==> src/rtl/lab2_proc_proc_mem_arbiter.sv <==
// Two-requester memory arbiter: round-robin grant onto one memory port, in-order response routing.
// Latency: zero cycles on both the request path and the response path (purely combinational forwarding).
// Backpressure: requests stall on memreq_rdy low or a full route FIFO; responses stall on the owning requester's rdy.

// Small generic FIFO used here to remember which requester owns each outstanding request.
// Latency: one cycle from push to the entry being visible at the head.
// Backpressure: push is ignored when full and pop when empty; no bypass.
module lab2_proc_route_fifo #(
    parameter int p_width = 1,
    parameter int p_depth = 4
) (
    input  logic                     clk,
    input  logic                     reset,
    input  logic                     push_vld,
    input  logic [p_width-1:0]       push_dat,
    input  logic                     pop_vld,
    output logic [p_width-1:0]       head_dat,
    output logic [$clog2(p_depth):0] count
);
    localparam int c_ptr_w = $clog2(p_depth);
    localparam int c_cnt_w = $clog2(p_depth) + 1;
    localparam logic [c_cnt_w-1:0] c_full_cnt = c_cnt_w'(p_depth);

    logic [p_width-1:0] entries [p_depth];
    logic [c_ptr_w-1:0] head_ptr;
    logic [c_ptr_w-1:0] tail_ptr;
    logic               full;
    logic               empty;
    logic               do_push;
    logic               do_pop;

    // Full blocks a push even when a pop happens in the same cycle.
    always_comb begin
        full     = (count == c_full_cnt);
        empty    = (count == '0);
        do_push  = push_vld & ~full;
        do_pop   = pop_vld & ~empty;
        head_dat = entries[head_ptr];
    end

    // Pointers wrap naturally because the depth is a power of two.
    always_ff @(posedge clk or posedge reset) begin
        if (reset) begin
            head_ptr <= '0;
            tail_ptr <= '0;
            count    <= '0;
        end else begin
            if (do_push) begin
                tail_ptr <= tail_ptr + c_ptr_w'(1);
            end
            if (do_pop) begin
                head_ptr <= head_ptr + c_ptr_w'(1);
            end
            case ({do_push, do_pop})
                2'b10:   count <= count + c_cnt_w'(1);
                2'b01:   count <= count - c_cnt_w'(1);
                default: count <= count;
            endcase
        end
    end

    // Storage needs no reset: an entry is only read after it has been written.
    always_ff @(posedge clk) begin
        if (do_push) begin
            entries[tail_ptr] <= push_dat;
        end
    end
endmodule

// Arbitrates instruction-fetch (0) and data (1) requesters onto a single memory port.
// Latency: zero cycles; grant depends only on the valids and the priority bit.
// Backpressure: full route FIFO or memreq_rdy low stalls requests; response waits for the head owner's rdy.
module lab2_proc_proc_mem_arbiter #(
    parameter int p_max_outstanding = 4
) (
    input  logic        clk,
    input  logic        reset,

    input  logic        req0_val,
    output logic        req0_rdy,
    input  logic [76:0] req0_msg,

    input  logic        req1_val,
    output logic        req1_rdy,
    input  logic [76:0] req1_msg,

    output logic        memreq_val,
    input  logic        memreq_rdy,
    output logic [76:0] memreq_msg,

    input  logic        memresp_val,
    output logic        memresp_rdy,
    input  logic [46:0] memresp_msg,

    output logic        resp0_val,
    input  logic        resp0_rdy,
    output logic [46:0] resp0_msg,

    output logic        resp1_val,
    input  logic        resp1_rdy,
    output logic [46:0] resp1_msg
);
    // The depth must be a power of two and at least 2 so pointer wrap is free.
    localparam int c_cnt_w = $clog2(p_max_outstanding) + 1;
    localparam logic [c_cnt_w-1:0] c_full_cnt = c_cnt_w'(p_max_outstanding);

    typedef struct packed {
        logic [2:0]  msg_type;
        logic [7:0]  opaque;
        logic [31:0] addr;
        logic [1:0]  len;
        logic [31:0] data;
    } mem_req_4B_t;

    typedef struct packed {
        logic [2:0]  msg_type;
        logic [7:0]  opaque;
        logic [1:0]  test;
        logic [1:0]  len;
        logic [31:0] data;
    } mem_resp_4B_t;

    logic               prio;
    logic               any_req;
    logic               grant0;
    logic               grant1;
    logic               full;
    logic               empty;
    logic               head_id;
    logic [c_cnt_w-1:0] count;
    logic               req_xfer;
    logic               resp_xfer;
    mem_req_4B_t        fwd_req;
    mem_resp_4B_t       resp_dat;

    // Grant uses only the valids and prio so it never depends on memory readiness.
    always_comb begin
        any_req = req0_val | req1_val;
        grant0  = req0_val & (~req1_val | ~prio);
        grant1  = req1_val & (~req0_val | prio);
        full    = (count == c_full_cnt);
        empty   = (count == '0);
    end

    // Forward the granted request unmodified; everything is held low during reset.
    always_comb begin
        fwd_req = '0;
        if (!reset) begin
            if (grant0) begin
                fwd_req = req0_msg;
            end else if (grant1) begin
                fwd_req = req1_msg;
            end
        end
        memreq_msg = fwd_req;
        memreq_val = any_req & ~full & ~reset;
        req0_rdy   = grant0 & memreq_rdy & ~full & ~reset;
        req1_rdy   = grant1 & memreq_rdy & ~full & ~reset;
        req_xfer   = memreq_val & memreq_rdy;
    end

    // After a transfer the requester that lost (or was idle) gets priority next time.
    always_ff @(posedge clk or posedge reset) begin
        if (reset) begin
            prio <= 1'b0;
        end else if (req_xfer) begin
            prio <= grant0;
        end
    end

    lab2_proc_route_fifo #(
        .p_width (1),
        .p_depth (p_max_outstanding)
    ) u_route_fifo (
        .clk      (clk),
        .reset    (reset),
        .push_vld (req_xfer),
        .push_dat (grant1),
        .pop_vld  (resp_xfer),
        .head_dat (head_id),
        .count    (count)
    );

    // Route the memory response to the owner of the oldest outstanding request.
    always_comb begin
        resp0_val   = 1'b0;
        resp1_val   = 1'b0;
        resp0_msg   = '0;
        resp1_msg   = '0;
        memresp_rdy = 1'b0;
        resp_dat    = memresp_msg;
        if (!reset && !empty) begin
            if (head_id) begin
                resp1_val   = memresp_val;
                resp1_msg   = resp_dat;
                memresp_rdy = resp1_rdy;
            end else begin
                resp0_val   = memresp_val;
                resp0_msg   = resp_dat;
                memresp_rdy = resp0_rdy;
            end
        end
        resp_xfer = memresp_val & memresp_rdy;
    end
endmodule

==> config.mk <==
export PLATFORM = sky130hd
export DESIGN_NAME = lab2_proc_proc_mem_arbiter
export DESIGN_NICKNAME = d
export VERILOG_FILES = /design/src/rtl/lab2_proc_proc_mem_arbiter.sv
export SDC_FILE = /design/constraint.sdc
export NUM_CORES = 1
export LEC_CHECK = 0
export BUFFER_PORTS_ARGS = -buffer_cell sky130_fd_sc_hd__buf_2
export CELL_PAD_IN_SITES_DETAIL_PLACEMENT = 1
export CELL_PAD_IN_SITES_GLOBAL_PLACEMENT = 1
export CORE_AREA = 4 4 148 150
export CTS_BUF_LIST = sky130_fd_sc_hd__clkbuf_8 sky130_fd_sc_hd__clkbuf_16
export DETAILED_ROUTE_END_ITERATION = 16
export DIE_AREA = 0 0 152 154
export PLACE_DENSITY = 0.67
export SYNTH_ARGS = -nofsm -noshare
export SYNTH_HDL_FRONTEND = slang
export SYNTH_HIERARCHICAL = 1
export SYNTH_SLANG_ARGS = --single-unit
==> constraint.sdc <==
create_clock -name clk -period 2.8 [get_ports clk]
set_input_delay 0.84 -clock clk [delete_from_list [all_inputs] [get_ports clk]]
set_output_delay 0.84 -clock clk [all_outputs]
set_load 0.005 [all_outputs]
==> flow_summary_export.csv, run 1 <==
group,metric,value,unit
status,outcome,"complete, no violations",
global_route,met2_usage,22.1,%
sta,timing.fmax,358,MHz
synth,async_flop_share,66.7,%
placement,dp_cells,1000,
setup_path,crit_type,"flop to primary output",
cells_and_area,nFillCells,2655,
setup_path,cp.required,1.96,ns
global_route,grt-ovfl-total,0,
power,comb_power_share,76.3,%
setup_path,slowest_delay,0.58,ns
synth,avgSynthCellArea,7.20,um^2
global_route,grt_pass1_vias,4259,
setup_path,critPathArrivalTime,1.95,ns
sta,tightest_slew,0.476,ns
clock_network,cts-root-buf,"clkbuf_16",
setup_path,r2r-end,"u_route_fifo/count[2]",
synth,synthTopCellsByArea,"a32oi_1 26%, and2_1 25%, nor2_1 12%",
sta,clock_skew,0.00403,ns
synth,yosysWarnings,6,
global_route,grt_usage,11.8,%
synth,synthAdderAreaFrac,3.21,%
synth,yosysTopAreaCell,"a32oi_1",
floorplan,coreArea,0.0207,mm^2
power,switching_power,0.00112,W
floorplan,rows,53,
synth,synthCells,357,
global_route,grt_max_degree,66,
sta,slew_headroom,68.1,%
synth,synthesis.area,0.00257,mm^2
power,p_int,0.00144,W
power,p_clk_share,10.4,%
synth,synth-xor-area-share,2.04,%
clock_network,cts_tree,"done",
power,p_sw_share,43.8,%
synth,ys_ff_latch,12,
cells_and_area,drive_gt1_share,59.5,%
setup_path,reg2reg_depth,11,
routing,ant_nets,0,
power,vdd_ir_drop_max,191,uV
sta,post-route-min-period,2.79,ns
placement,dpl.hpwl,13.2,mm
setup_path,r2r_slack,0.15,ns
routing,wl_per_cell,16.2,um
floorplan,die_w,152,um
synth,yosys.area_share.simple,39.5,%
sta,period_share,99.8,%
global_route,gr-usage-met1,14.0,%
clock_network,ctsHoldBuffers,0,
synth,synth_top_family_by_area,"simple AND/OR/NAND/NOR gates",
sta,finalSetupViolCount,0,
setup_path,crit_chain,"mux4_2 -> nor3_4 -> buf_4 -> buf_12 -> and2_1 -> buf_2",
floorplan,ios,386,
global_route,grt_busiest_layer,"met2",
power,p_leak,2.88,nW
power,seq_power_share,13.3,%
routing,avgViaCountPerCell,4.25,
floorplan,design.die.area,0.0234,mm^2
clock_network,cts.sinks,12,
clock_network,cts_buffer_depth,2,
clock_network,path_clk_slew,0.04,ns
synth,syn-num-nets,572,
clock_network,cts_buffers,3,
hold_path,min_path_cells,1,
floorplan,die_h,154,um
placement,gp_congestion,0.859,
cells_and_area,areaGrowthSynthToFinish,99.9,%
setup_path,critPathCaptureType,"primary output",
global_route,antenna_found_initial,0,
sta,finalHoldViolCount,0,
cells_and_area,instances_no_fill,1012,
placement,port_buffers,385,
synth,synth_cell_types,33,
floorplan,initial_utilization,12.4,%
global_route,grt_pass1_wl,23.4,mm
setup_path,cp-start-kind,"flop",
setup_path,cpMaxStageDelayCell,"mux4_2",
power,power.total,0.00256,W
routing,num_vias,4302,
setup_path,critPathLaunch,"u_route_fifo/head_ptr[0]",
sta,drv_slew,0,
routing,first_pass_iters,4,
clock_network,h-tree-depth,1,
routing,wirelength,16.4,mm
synth,synth.area.mux_share,2.24,%
setup_path,r2r_start,"u_route_fifo/head_ptr[0]",
synth,synth_top_area_share,26.2,%
routing,drc,0,
synth,synth_compound_gate_area_share,29.3,%
synth,ys.flop_type,"dfrtp_1",
synth,synth_edf_count,4,
job,drv_cap,0,
synth,yosysSeqAreaShare,12.5,%
routing,drt_iter0_drc,148,
hold_path,holdPathEnd,"u_route_fifo/head_ptr[1]",
sta,rsz0062_at_grt,"yes",
hold_path,worstHoldPathType,"flop to flop",
global_route,use_met3,2.56,%
synth,synth.most_common_cell,"and2_1",
synth,synth.top_cells.by_count,"102 x and2_1, 80 x nor2_1, 77 x a32oi_1",
setup_path,cp_max_fo,24,
clock_network,clk_latency,0.24,ns
power,cellPowerDensity,499,mW/mm^2
cells_and_area,nNetsFinal,952,
hold_path,min_from,"u_route_fifo/head_ptr[1]",
==> worst max-delay path by stage <==
stage / to / slack, ns / cells after the start
2_1_floorplan: u_route_fifo/count[2] / 0.15 / 13
3_3_place_gp: memreq_msg[21] / 0.1 / 7
3_5_place_dp: u_route_fifo/count[2] / 0.02 / 13
4_1_cts: resp0_msg[7] / 0.002 / 5
5_1_grt: resp0_msg[7] / -0.06 / 6
6_report: resp0_msg[7] / 0.007 / 6
==> critical path: cells and delay by family, from the launching register on <==
| kind | cells | cell delay, ns |
|---|---|---|
| buffers and inverters | 3 | 0.40 |
| DFF | 1 | 0.36 |
| and+or+nand+nor | 2 | 0.36 |
| muxes | 1 | 0.58 |
==> state kept, by name, summed over array words and instances (netlist names) <==
register               flops
u_route_fifo/entries       4
u_route_fifo/count         3
u_route_fifo/head_ptr      2
u_route_fifo/tail_ptr      2
prio                       1
==> what timing repair did <==
item,4_1_cts,5_1_grt
resized for setup,2,5
pin swaps,0,1
setup endpoints to repair,2,48
cloned,0,4
buffers inserted,0,3
==> area by class of cell <==
class | count | area, um^2 | area share [%]
diodes | 1 | 2.50 | 0.0487
flip-flops and latches | 12 | 320 | 6.24
inverters | 9 | 33.8 | 0.658
multi-input cells | 291 | 1990 | 38.8
well taps | 275 | 344 | 6.70
repair buffers | 420 | 2360 | 46.0
clock inverters | 1 | 3.75 | 0.0731
clock buffers | 3 | 75.1 | 1.46
==> per-stage QoR <==
stage          hold slack [ns]  instance area (um^2)  TNS [ns]  worst slack, ns  utilization (%)
3_5_place_dp             0.503                  4920         0           0.0198             23.8
2_1_floorplan            0.454                  2570         0            0.148                -
6_report                 0.517                  5140         0          0.00686             24.8
5_1_grt                  0.548                  5130     -1.64          -0.0559             24.8
3_3_place_gp             0.474                  4920         0           0.0987             23.8
4_1_cts                  0.528                  5010         0          0.00173             24.2
==> metal layers <==
layer / vias to the layer above / wire (um)
met4: 0 / 190
met1: 2053 / 6690
met2: 187 / 8520
met3: 16 / 973
met5: - / 0
li1: 2046 / -
==> placed cells by master (no fill, tap or decap), types with 4 or more instances in the layout <==
master,n
and2_1,98
a32oi_1,77
buf_12,9
nor2_1,80
clkbuf_16,6
buf_2,385
dfrtp_1,8
edfxtp_1,4
and2_4,4
ha_1,5
inv_1,9
buf_4,22
==> power groups by stage <==
stage / Combinational, W / Clock [W] / Sequential (W)
2_1_floorplan: 0.000979 / 0 / 0.000319
3_3_place_gp: 0.00180 / 0 / 0.000342
3_5_place_dp: 0.00183 / 0 / 0.000345
4_1_cts: 0.00185 / 0.000272 / 0.000345
5_1_grt: 0.00215 / 0.000278 / 0.000355
6_report: 0.00196 / 0.000266 / 0.000341
==> cells by family (layout without fill, tap and decap cells) <==
family / count (synthesis) / count (layout)
adders and majority gates: 6 / 6
AOI/OAI and AO/OA: 83 / 83
xor gates and xnor gates: 6 / 6
other: 0 / 1
buffers and inverters: 54 / 433
muxes: 4 / 4
and+or+nand+nor: 192 / 192
DFF: 12 / 12
(Power assumes the default switching activity.)
==> inputs of run 2 (changes only) <==
--- a/config.mk
+++ b/config.mk
@@ -8,12 +8,11 @@
 export BUFFER_PORTS_ARGS = -buffer_cell sky130_fd_sc_hd__buf_2
 export CELL_PAD_IN_SITES_DETAIL_PLACEMENT = 1
 export CELL_PAD_IN_SITES_GLOBAL_PLACEMENT = 1
-export CORE_AREA = 4 4 148 150
+export CORE_AREA = 4 4 146 148
 export CTS_BUF_LIST = sky130_fd_sc_hd__clkbuf_8 sky130_fd_sc_hd__clkbuf_16
 export DETAILED_ROUTE_END_ITERATION = 16
-export DIE_AREA = 0 0 152 154
-export PLACE_DENSITY = 0.67
+export DIE_AREA = 0 0 150 152
+export PLACE_DENSITY = 0.7
 export SYNTH_ARGS = -nofsm -noshare
 export SYNTH_HDL_FRONTEND = slang
-export SYNTH_HIERARCHICAL = 1
 export SYNTH_SLANG_ARGS = --single-unit
==> run 2 against run 1 <==
Sequential share of layout area rose by 0.38 points; die area fell by 2.6%; worst hold slack improved by 0.0028 ns; maximum frequency grew 3.3%; via count rose by 0.84%; non-clock buffer count shrank 7; synthesized area decreased by 8.7%; first-iteration DRC count grew 4.7%; routed wire length is 6.4% higher; largest power group unchanged.
==> flow_summary_export.csv, run 2 <==
group,metric,value,unit
sta,post-route-min-period,2.70,ns
setup_path,critPathCaptureType,"primary output",
cells_and_area,drive_gt1_share,54.5,%
floorplan,coreArea,0.0200,mm^2
placement,dpl.hpwl,15.0,mm
setup_path,cp.required,1.96,ns
sta,slew_headroom,72.6,%
sta,timing.fmax,370,MHz
global_route,grt-ovfl-total,0,
setup_path,crit_cells,7,
clock_network,cts_buffer_depth,2,
job,drv_cap,0,
clock_network,cts-root-buf,"clkbuf_16",
sta,rsz0062_at_grt,"no",
synth,yosysSeqAreaShare,13.6,%
status,outcome,"complete, no violations",
clock_network,cts.sinks,12,
synth,yosysTopAreaCell,"nor2_1",
power,p_sw_share,48.5,%
sta,clock_skew,0.000516,ns
cells_and_area,areaGrowthSynthToFinish,106,%
clock_network,ctsHoldBuffers,0,
hold_path,worstHoldPathType,"flop to flop",
synth,synth_edf_count,4,
routing,wirelength,17.4,mm
floorplan,initial_utilization,11.7,%
global_route,antenna_found_initial,5,
setup_path,critPathArrivalTime,1.86,ns
power,p_clk_share,10.1,%
synth,yosysWarnings,0,
setup_path,cp.buffers_inverters,4,
synth,synth_cell_types,33,
synth,synth.top_cells.by_count,"179 x nor2_1, 77 x a22oi_1, 47 x nand2_1",
power,comb_power_share,77.3,%
power,p_int,0.00132,W
setup_path,cp_max_fo,22,
sta,period_share,96.6,%
setup_path,cpMaxStageDelayCell,"buf_12",
clock_network,cts_tree,"done",
power,seq_power_share,12.6,%
global_route,grt_usage,13.8,%
clock_network,cts_buffers,3,
cells_and_area,final_cell_mix,"385 x buf_2, 178 x nor2_1, 76 x a22oi_1, 47 x nand2_1, 20 x buf_4",
clock_network,clk_latency,0.24,ns
hold_path,min_path_cells,1,
setup_path,crit_type,"input port to primary output",
routing,wl_per_cell,16.5,um
power,p_leak,2.91,nW
floorplan,rows,52,
placement,gp_congestion,0.861,
power,switching_power,0.00125,W
routing,first_pass_iters,5,
routing,drt_iter0_drc,155,
routing,num_vias,4338,
cells_and_area,nNetsFinal,996,
clock_network,cts_setup_buffers,0,
cells_and_area,largest-register,"u_route_fifo.entries",
sta,holdWs,0.519,ns
global_route,grt_pass1_wl,25.2,mm
synth,synthCells,404,
global_route,grt_max_degree,62,
routing,ant_nets,0,
synth,synth.most_common_cell,"nor2_1",
synth,async_flop_share,66.7,%
routing,avgViaCountPerCell,4.12,
synth,ys_ff_latch,12,
cells_and_area,top_regs,"u_route_fifo.entries: 4 flops, u_route_fifo.count: 3 flops",
placement,port_buffers,385,
global_route,grt_pass1_vias,4489,
power,power.total,0.00257,W
sta,tns,0,ns
synth,synth_top_area_share,28.6,%
setup_path,cp-start-kind,"input port",
synth,synthesis.area,0.00235,mm^2
floorplan,die_w,150,um
routing,drc,0,
synth,syn-num-nets,619,
floorplan,die_h,152,um
synth,ys.flop_type,"dfrtp_1",
synth,avgSynthCellArea,5.81,um^2
sta,tightest_slew,0.399,ns
cells_and_area,layout.cells.most_common,"buf_2",
sta,finalHoldViolCount,0,
clock_network,h-tree-depth,1,
cells_and_area,design_area,0.00484,mm^2
placement,dpl_cell_area,0.00472,mm^2
floorplan,ios,386,
setup_path,crit_chain,"buf_2 -> a21boi_4 -> buf_12 -> buf_4 -> a22oi_1 -> nor2_1 -> buf_2",
setup_path,cp_top_family,"buffers and inverters",
setup_path,crit_path_frequent_cell,"buf_2",
setup_path,reg2reg_depth,10,
clock_network,path_clk_slew,0.04,ns
cells_and_area,post-route-util,24.2,%
setup_path,slowest_delay,0.19,ns
floorplan,design.die.area,0.0228,mm^2
power,cellPowerDensity,530,mW/mm^2
synth,synthTopCellsByArea,"nor2_1 29%, a22oi_1 25%, dfrtp_1 8.5%",
sta,finalSetupViolCount,0,
sta,drv_slew,0,
power,vdd_ir_drop_max,205,uV
cells_and_area,largest_reg_flops,4,
[run 2: changes by cell type in the layout (fill, tap and decap cells not counted), sizes merged, moves of 4 or more]
cell,delta
nor2,+100
buf,-5
and2,-97
a22oi,+77
mux2i,+4
a32oi,-77
nand2,+47
[run 2: cells by family (layout without fill, tap and decap cells)]
kind of cell               after synthesis  after routing  share of synthesized area, %
adders and majority gates                6              6                          3.52
other                                    0              3                             0
buffers and inverters                   49            425                          10.1
AOI/OAI and AO/OA                       82             82                          26.2
xor gates and xnor gates                 5              5                          1.87
DFF                                     12             12                          13.6
muxes                                    9              9                          4.16
and+or+nand+nor                        241            241                          40.6
[run 2: layout make-up]
| type | count | area, um^2 |
|---|---|---|
| fillers | 2648 | 15200 |
| repair buffers | 413 | 2240 |
| multi-input cells | 343 | 1830 |
| well taps | 270 | 338 |
| flip-flops and latches | 12 | 320 |
| clock buffers | 3 | 75.1 |
| inverters | 8 | 30.0 |
| diodes | 3 | 7.51 |
| clock inverters | 1 | 3.75 |
[run 2: stage by stage]
stage          setup WS (ns)  std cells
2_1_floorplan          0.213        404
4_1_cts               0.0100       1049
5_1_grt               0.0177       1053
3_3_place_gp         0.00380       1045
6_report              0.0964       1053
3_5_place_dp         -0.0110       1045
[run 2: layer usage]
metal	share of wire [%]	vias up	GRT usage, %
met5	0.16	-	0
met1	39	1958	15.9
li1	-	2111	-
met4	1.3	4	3.62
met2	50	250	25.0
met3	10	15	3.75
[run 2: worst reg2reg max path, stage by stage, from the launching register on]
cell	delay, ns
dfrtp_1	0.41
mux2i_1	0.41
mux2i_4	0.19
mux2i_1	0.18
nor2_1	0.11
ha_1	0.17
inv_1	0.06
fa_1	0.38
xor2_1	0.15
nor2_1	0.12
xor2_1	0.15
[run 2: power groups by stage]
stage	Clock [W]	Combinational [W]	Sequential, W
after floorplan	0	0.00107	0.000303
after global placement	0	0.00197	0.000321
after detailed placement	0	0.00200	0.000326
after CTS	0.000269	0.00201	0.000324
after global routing	0.000282	0.00220	0.000335
final	0.000261	0.00198	0.000323
[run 2: final timing paths]
kind / from / end / slack [ns]
max in group asynchronous: reset / u_route_fifo.count[2] / 1.76
hold reg to reg: u_route_fifo.count[2] / u_route_fifo.count[2] / 0.52
setup reg to reg: u_route_fifo.head_ptr[1] / u_route_fifo.count[2] / 0.39
hold / removal: u_route_fifo.count[2] / u_route_fifo.count[2] / 0.52
min in group asynchronous: reset / u_route_fifo.head_ptr[1] / 0.78
setup / recovery: req1_val / memreq_msg[75] / 0.1
[run 2: timing repair]
item                                    4_1_cts  5_1_grt
cloned                                        0        1
endpoints found under the setup margin        1       53
gates resized for setup                       1        1
==> inputs of run 3 (changes only) <==
--- a/config.mk
+++ b/config.mk
@@ -12,7 +12,8 @@
 export CTS_BUF_LIST = sky130_fd_sc_hd__clkbuf_8 sky130_fd_sc_hd__clkbuf_16
 export DETAILED_ROUTE_END_ITERATION = 16
 export DIE_AREA = 0 0 150 152
-export PLACE_DENSITY = 0.7
+export MAX_ROUTING_LAYER = met4
+export PLACE_DENSITY = 0.75
 export SYNTH_ARGS = -nofsm -noshare
 export SYNTH_HDL_FRONTEND = slang
 export SYNTH_SLANG_ARGS = --single-unit
==> run 3 against run 2 <==
Worst hold slack improved by 0.0087 ns; sequential cell count did not move; non-clock buffer count rose by 4; highest routed layer is now met4.
==> flow_summary_export.csv, run 3 (synthesized netlist as in run 2, its figures left out) <==
group,metric,value,unit
power,vdd_ir_drop_max,244,uV
cells_and_area,largest-register,"u_route_fifo.entries",
sta,timing.fmax,363,MHz
floorplan,die_h,152,um
floorplan,ios,386,
clock_network,ctsHoldBuffers,0,
routing,ant_nets,0,
setup_path,crit_type,"input port to primary output",
setup_path,cp_max_fo,9,
clock_network,cts_buffer_depth,2,
sta,tightest_slew,0.580,ns
cells_and_area,post-route-util,25.4,%
floorplan,initial_utilization,11.7,%
sta,period_share,98.3,%
setup_path,r2r_start,"u_route_fifo.head_ptr[1]",
sta,rsz0062_at_grt,"no",
global_route,grt-ovfl-total,0,
clock_network,cts_tree,"done",
cells_and_area,final_cell_mix,"384 x buf_2, 178 x nor2_1, 51 x a22oi_1, 47 x nand2_1, 26 x a22oi_2",
global_route,antenna_found_initial,1,
cells_and_area,areaGrowthSynthToFinish,117,%
routing,wirelength,17.5,mm
routing,avgViaCountPerCell,4.18,
routing,num_vias,4410,
setup_path,cp-start-kind,"input port",
placement,gp_congestion,0.931,
setup_path,cp.required,1.96,ns
job,drv_cap,0,
sta,tns,0,ns
power,power.total,0.00270,W
clock_network,h-tree-depth,1,
sta,drv_slew,0,
cells_and_area,layout.cells.most_common,"buf_2",
routing,drc,0,
global_route,grt_pass1_wl,24.5,mm
placement,dpl.hpwl,14.6,mm
setup_path,critPathLaunch,"req0_val",
power,cellPowerDensity,530,mW/mm^2
global_route,grt_usage,13.7,%
clock_network,clk_latency,0.24,ns
sta,finalHoldViolCount,0,
cells_and_area,nNetsFinal,1000,
clock_network,cts.sinks,12,
clock_network,cts-root-buf,"clkbuf_16",
global_route,grt_pass1_vias,4480,
sta,finalSetupViolCount,0,
floorplan,die_w,150,um
clock_network,cts_buffers,3,
sta,slew_headroom,61.0,%
setup_path,critPathCaptureType,"primary output",
routing,wl_per_cell,16.6,um
placement,port_buffers,385,
cells_and_area,drive_gt1_share,58.2,%
setup_path,critPathArrivalTime,1.91,ns
routing,drt_iter0_drc,179,
cells_and_area,largest_reg_flops,4,
power,p_leak,2.97,nW
hold_path,worstHoldPathType,"flop to flop",
hold_path,min_from,"u_route_fifo.count[0]",
floorplan,rows,52,
routing,first_pass_iters,4,
sta,post-route-min-period,2.75,ns
floorplan,design.die.area,0.0228,mm^2
sta,holdWs,0.528,ns
clock_network,path_clk_slew,0.05,ns
cells_and_area,top_regs,"u_route_fifo.entries: 4 flops, u_route_fifo.count: 3 flops",
sta,clock_skew,0.00271,ns
status,outcome,"complete, no violations",
global_route,grt_max_degree,72,
floorplan,coreArea,0.0200,mm^2
-- run 3: changes by cell type in the layout (fill, tap and decap cells not counted), sizes merged --
| cell | before | now |
|---|---|---|
| clkinv | 0 | 1 |
| buf | 412 | 413 |
| clkbuf | 4 | 7 |
| inv | 9 | 8 |
| diode | 3 | 1 |
-- run 3: through the flow --
step,cell area (um^2),worst slack (ns),std cells
final,5100,0.0482,1055
after global routing,5100,0.0101,1055
after CTS,4870,0.0387,1047
after detailed placement,4750,-0.0831,1043
after global placement,4750,-0.0509,1043
after floorplan,2350,0.213,404
-- run 3: cell type report --
class | instances | area [um^2]
Antenna cell | 1 | 2.50
Timing Repair Buffer | 417 | 2370
Tap cell | 270 | 338
Inverter | 8 | 30.0
Fill cell | 2650 | 14900
Sequential cell | 12 | 320
Multi-Input combinational cell | 343 | 1960
Clock inverter | 1 | 3.75
Clock buffer | 3 | 75.1
-- run 3: final timing paths --
check,endpoint,slack [ns],depth (start not counted)
worst max-delay path,memreq_msg[12],0.05,8
worst min-delay path,u_route_fifo.count[0],0.53,1
worst max register to register,u_route_fifo.count[2],0.50,10
worst min register to register,u_route_fifo.count[0],0.53,1
max in group asynchronous,u_route_fifo.count[2],1.71,3
min in group asynchronous,u_route_fifo.head_ptr[0],0.83,3
-- run 3: report_power, final --
part           switching (W)  internal [W]
combinational        0.00114      0.000963
clock              0.0000827      0.000189
sequential         0.0000741      0.000251
total                0.00130       0.00140
-- run 3: layer usage --
metal | part of all wire [%] | track usage [%]
met2 | 49 | 24.2
met5 | 0 | -
met1 | 39 | 15.7
met4 | 2.1 | 3.40
met3 | 9.8 | 2.77
-- run 3: timing repair --
item                                    4_1_cts  5_1_grt
setup buffers                                 0        3
gates cloned                                  0        4
pin swaps                                     4        5
gates resized for setup                       9       22
endpoints found under the setup margin       12       46
-- run 3: worst max-delay path: stages --
cell and delay (ns):
buf_4 0.10, nand2b_1 0.06, and2_4 0.18, buf_4 0.14
clkbuf_16 0.16, a22oi_1 0.23, nor2_1 0.06, buf_2 0.14
